File: config.mk
export PLATFORM = sky130hd
export DESIGN_NAME = apb_slave_mem_flat
export DESIGN_NICKNAME = d
export VERILOG_FILES = /design/src/rtl/apb_slave_mem_if.sv /design/src/rtl/apb_slave_mem.sv /design/src/flat_wrapper.sv
export SDC_FILE = /design/constraint.sdc
export NUM_CORES = 1
export LEC_CHECK = 0
export ABC_AREA = 1
export CORE_MARGIN = 5
export CORE_UTILIZATION = 43
export DETAILED_ROUTE_END_ITERATION = 10
export GPL_TIMING_DRIVEN = 0
export PLACE_DENSITY = 0.68
export SLEW_MARGIN = 10
export SYNTH_ARGS = -nofsm -noshare
export SYNTH_HDL_FRONTEND = slang
export SYNTH_SLANG_ARGS = --single-unit
File: constraint.sdc
create_clock -name clock -period 7 [get_ports clock]
set_input_delay 2.1 -clock clock [delete_from_list [all_inputs] [get_ports clock]]
set_output_delay 2.1 -clock clock [all_outputs]
set_load 0.01 [all_outputs]
File: src/rtl/apb_slave_mem_if.sv
// apb_slave_mem_if: APB completer-side bundle between the bridge
// and apb_slave_mem (select, strobe, address, data, read return).
interface apb_slave_mem_if;
    logic [3:0]  Pselx;
    logic        Penable;
    logic        Pwrite;
    logic [31:0] Paddr;
    logic [31:0] Pwdata;
    logic [31:0] Prdata;

    modport master (
        output Pselx, Penable, Pwrite, Paddr, Pwdata,
        input  Prdata
    );

    modport slave (
        input  Pselx, Penable, Pwrite, Paddr, Pwdata,
        output Prdata
    );
endinterface

File: src/rtl/apb_slave_mem.sv
// apb_slave_mem: APB completer (no PREADY/PSLVERR) backed by a word
// register file, with transfer counters and a sticky protocol-error flag.
module apb_slave_mem #(
    parameter int SLAVE_ID  = 0,
    parameter int ADDR_BITS = 4
) (
    input  logic           clock,
    input  logic           Hresetn,
    apb_slave_mem_if.slave bus,
    output logic           proto_err,
    output logic [15:0]    wr_count,
    output logic [15:0]    rd_count
);
    localparam int DEPTH = 2 ** ADDR_BITS;

    typedef enum logic [1:0] {IDLE, SETUP, ACCESS} state_t;

    state_t               state;
    logic [31:0]          addr_q;
    logic [31:0]          wdata_q;
    logic                 write_q;
    logic [ADDR_BITS-1:0] idx_q;
    logic [31:0]          mem [DEPTH];

    logic own;
    logic onehot;
    logic sel;
    logic multi;
    logic same;

    always_comb begin
        own    = bus.Pselx[SLAVE_ID];
        onehot = (bus.Pselx != 4'b0) &&
                 ((bus.Pselx & (bus.Pselx - 4'd1)) == 4'b0);
        sel    = own && onehot;
        multi  = own && !onehot;
        same   = (bus.Paddr == addr_q) && (bus.Pwrite == write_q);
    end

    assign idx_q = addr_q[ADDR_BITS+1:2];

    always_ff @(posedge clock or negedge Hresetn) begin
        if (!Hresetn) begin
            state      <= IDLE;
            addr_q     <= '0;
            wdata_q    <= '0;
            write_q    <= 1'b0;
            bus.Prdata <= '0;
            proto_err  <= 1'b0;
            wr_count   <= '0;
            rd_count   <= '0;
        end else begin
            bus.Prdata <= '0;
            // Multi-bit select that includes us is a violation in any state
            if (multi) proto_err <= 1'b1;
            unique case (state)
                IDLE: begin
                    if (sel && !bus.Penable) begin
                        state   <= SETUP;
                        addr_q  <= bus.Paddr;
                        write_q <= bus.Pwrite;
                        wdata_q <= bus.Pwdata;
                    end else if (sel && bus.Penable) begin
                        proto_err <= 1'b1;
                    end
                end
                SETUP: begin
                    if (sel && bus.Penable && same) begin
                        state <= ACCESS;
                        if (!write_q) bus.Prdata <= mem[idx_q];
                    end else begin
                        state     <= IDLE;
                        proto_err <= 1'b1;
                    end
                end
                ACCESS: begin
                    if (write_q) wr_count <= wr_count + 16'd1;
                    else         rd_count <= rd_count + 16'd1;
                    if (sel && !bus.Penable) begin
                        state   <= SETUP;
                        addr_q  <= bus.Paddr;
                        write_q <= bus.Pwrite;
                        wdata_q <= bus.Pwdata;
                    end else begin
                        state <= IDLE;
                        if (sel) proto_err <= 1'b1;
                    end
                end
                default: state <= IDLE;
            endcase
        end
    end

    // Storage is intentionally unreset; a reset drops state to IDLE so
    // an interrupted write never commits.
    always_ff @(posedge clock) begin
        if (state == ACCESS && write_q) mem[idx_q] <= wdata_q;
    end
endmodule

File: src/flat_wrapper.sv
// flat-port wrapper written by rule: the top's interface ports become plain ports
module apb_slave_mem_flat 
#(
    parameter int SLAVE_ID  = 0,
    parameter int ADDR_BITS = 4
)
  (clock, Hresetn, proto_err, wr_count, rd_count, bus_Pselx, bus_Penable, bus_Pwrite, bus_Paddr, bus_Pwdata, bus_Prdata);
  apb_slave_mem_if bus_i ();
  input  logic clock;
  input  logic Hresetn;
  output logic proto_err;
  output logic [15:0] wr_count;
  output logic [15:0] rd_count;
  input wire logic [$bits(bus_i.Pselx)-1:0] bus_Pselx;
  input wire logic [$bits(bus_i.Penable)-1:0] bus_Penable;
  input wire logic [$bits(bus_i.Pwrite)-1:0] bus_Pwrite;
  input wire logic [$bits(bus_i.Paddr)-1:0] bus_Paddr;
  input wire logic [$bits(bus_i.Pwdata)-1:0] bus_Pwdata;
  output wire logic [$bits(bus_i.Prdata)-1:0] bus_Prdata;
  assign bus_i.Pselx = bus_Pselx;
  assign bus_i.Penable = bus_Penable;
  assign bus_i.Pwrite = bus_Pwrite;
  assign bus_i.Paddr = bus_Paddr;
  assign bus_i.Pwdata = bus_Pwdata;
  assign bus_Prdata = bus_i.Prdata;
  apb_slave_mem #(.SLAVE_ID(SLAVE_ID), .ADDR_BITS(ADDR_BITS)) u_core (.clock(clock), .Hresetn(Hresetn), .bus(bus_i), .proto_err(proto_err), .wr_count(wr_count), .rd_count(rd_count));
endmodule
==> impl_metrics.json <==
{
  "yosys_most_used_dff": "edfxtp_1",
  "grt_pass1_vias": 17326,
  "core_um2": 58700,
  "end_kind": "register",
  "floorplan.initialDensity_pct": 43.1,
  "cp-startpoint": "u_core.addr_q[5]",
  "pwr_density_cell_nw_per_um2": 308,
  "crit_path_cell_trace": "nor2_1 -> clkbuf_1 -> inv_1 -> nor2_4 -> buf_16",
  "yosysSeqAreaShare_pct": 73.8,
  "drive_gt1_share_pct": 7.46,
  "crit_cells": 5,
  "grt_use_total_pct": 21.6,
  "max_stage_delay_ps": 940,
  "synth_edf_count": 512,
  "arrival_ps": 4090,
  "timing.final.setup_violations": 0,
  "tightestPinTransition_ps": 1220,
  "cp_slowest_cell": "clkbuf_1",
  "relSlewSlack_pct": 19.0,
  "status": "completed",
  "dr.pass1.iters": 6,
  "rows": 89,
  "period_share_pct": 54.3,
  "first_iter_violations": 1901,
  "ant_nets": 0,
  "postSynthAreaPerCell_um2": 11.4,
  "cts_max_path_buffers": 3,
  "io_pins": 137,
  "yosys_warnings": 0,
  "whs_ps": 483,
  "cp-start-kind": "register",
  "fin_skew_ps": 21.2,
  "switching_power_w": 0.00255,
  "r2r_end": "u_core.mem[2][12]",
  "die_w_um": 253,
  "syn_inst": 2212,
  "grt-ovfl-total": 0,
  "ys_seq_elements": 644,
  "critical_path.top_delay_family": "buffers and inverters",
  "root_buffer": "clkbuf_16",
  "synth.most_common_cell": "nand2_1",
  "area_delta_synth_final_pct": 20.9,
  "yosys-top-cells-count": "977 x nand2_1, 512 x edfxtp_1, 132 x dfrtp_1",
  "pwr-share-clk_pct": 38.1,
  "vdd_ir_drop_max_mv": 0.216,
  "ys_types": 29,
  "wire_per_inst_um": 21.5,
  "path_max_fanout": 17,
  "met2WireLength_um": 32700,
  "synth.area.top_cells": "edfxtp_1 61%, nand2_1 14%, dfrtp_1 13%, nand4_1 2.5%, inv_1 1.8%",
  "die_area_um2": 63800,
  "cts_setup_buffers": 0,
  "h-tree-depth": 3,
  "rsz0062_at_grt": "false",
  "synthArstFlopShare_pct": 20.5,
  "cts_tree": "yes",
  "gp_congestion": 0.843,
  "num_vias": 17491,
  "crit_type": "reg2reg",
  "crit_required_ps": 7290,
  "ctsHoldBuffers": 0,
  "synth_top_area_share_pct": 60.8,
  "p_int_w": 0.00688,
  "fin_crit_ps": 3800,
  "slew_violations": 0,
  "reg2reg_from": "u_core.addr_q[5]",
  "comb_power_share_pct": 13.3,
  "fp.dieH_um": 253,
  "hold_viol": 0,
  "cts.sinks": 644,
  "regToRegSetupSlack_ps": 3200,
  "clk_pin_slew_worst_paths_ps": 60,
  "yosysTopAreaCell": "edfxtp_1",
  "syn_area_um2": 25300,
  "portBuffers": 136,
  "max_freq_ghz": 0.263,
  "clk_latency_ps": 590,
  "drc": 0,
  "highest_layer": "met5",
  "postRouteWirelength_um": 70100,
  "grt_pass1_wl_um": 104000,
  "route.met3.wl_um": 6820,
  "rr_worst_depth": 5,
  "tns_ps": 0,
  "grt_max_degree": 74,
  "critPathBufInv": 3,
  "max_cap_violations": 0,
  "p_leak_nw": 11.9,
  "hpwl_um": 44800,
  "avgViaCountPerCell": 5.36,
  "pwr-share-seq_pct": 48.6,
  "grt_antenna_before_repair": 3,
  "switching_share_pct": 27.1,
  "cp-endpoint": "u_core.mem[2][12]",
  "hold_path_class": "reg2reg",
  "final_nets": 2515,
  "ctsResizeCount": 0,
  "numCtsBuffers": 67,
  "met1Wirelength_um": 28200,
  "synth_nets": 2286
}
[how the worst min path moves through the flow]
| stage | slack, ps | endpoint | depth (start not counted) | start |
|---|---|---|---|---|
| finish | 480 | u_core.rd_count[15] | 1 | u_core.rd_count[15] |
| global route | 510 | u_core.wr_count[15] | 2 | u_core.wr_count[15] |
| global placement | 460 | u_core.rd_count[15] | 1 | u_core.rd_count[15] |
| CTS | 490 | u_core.addr_q[19] | 2 | u_core.addr_q[19] |
| floorplan | 460 | u_core.addr_q[18] | 2 | u_core.addr_q[18] |
| detailed placement | 480 | u_core.addr_q[19] | 2 | u_core.addr_q[19] |
[state kept, by name, indices dropped and copies added, names as in the netlist]
register	flops
u_core.write_q	1
u_core.addr_q	32
u_core.mem	512
u_core.wdata_q	32
u_core.proto_err	1
u_core.bus.Prdata	32
u_core.rd_count	16
u_core.wr_count	16
u_core.state	2
[per-stage QoR]
stage | instances | cell area [um^2] | utilization [%] | setup WS (ps) | total power [W]
finish | 3266 | 30600 | 52.1 | 3200 | 0.00943
global route | 3265 | 30600 | 52.1 | 3100 | 0.00976
detailed placement | 3145 | 28400 | 48.4 | 2660 | 0.00588
global placement | 3121 | 27600 | 47.1 | -2020 | 0.00582
CTS | 3265 | 30600 | 52.1 | 3250 | 0.00945
floorplan | 2212 | 25300 | - | 3870 | 0.00530
[cells by family (layout without fill, tap and decap cells)]
logic type	count (synthesis)	in the layout	share of synthesized area, %
fa+ha+maj	2	2	0.0989
other cells	0	1	0
xor+xnor	33	33	1.14
compound gates	99	99	2.00
flops	644	644	73.8
buf+inv	215	495	3.47
simple gates	1219	1219	19.5
[power groups by stage]
stage	sequential [W]	clock, W	combinational, W
floorplan	0.00457	0	0.000727
global placement	0.00464	0	0.00118
detailed placement	0.00466	0	0.00123
CTS	0.00458	0.00363	0.00124
global route	0.00461	0.00379	0.00137
finish	0.00459	0.00359	0.00125
[cell type report]
cell class,count,area (um^2)
fillers,4816,28100
flip-flops and latches,644,18700
multi-input cells,1353,5870
repair buffers,160,2000
clock buffers,90,1860
well taps,773,967
inverters,124,465
plain buffers,91,413
clock inverters,30,353
diodes,1,2.50
[worst reg2reg max path: stages (launching register included)]
cell and delay [ps]:
dfrtp_1 480, nor2_1 510, clkbuf_1 950, inv_1 480, nor2_4 810, buf_16 260
[metal layers]
layer	global-route usage [%]	vias to the layer above
li1	-	7872
met1	28.8	8541
met3	4.81	170
met5	0	-
met2	34.9	904
met4	8.72	4
[layout by cell type, fill, tap and decap left out, types with 36 or more instances in the layout]
| master | count |
|---|---|
| buf_2 | 36 |
| clkbuf_1 | 63 |
| nor2_1 | 68 |
| nand2_1 | 977 |
| o21ai_0 | 62 |
| dfrtp_1 | 132 |
| edfxtp_1 | 512 |
| nand3_1 | 43 |
| clkbuf_16 | 69 |
| inv_1 | 120 |
| nand4_1 | 102 |
| clkdlybuf4s50_1 | 135 |
Power figures use the tool's default switching activity.
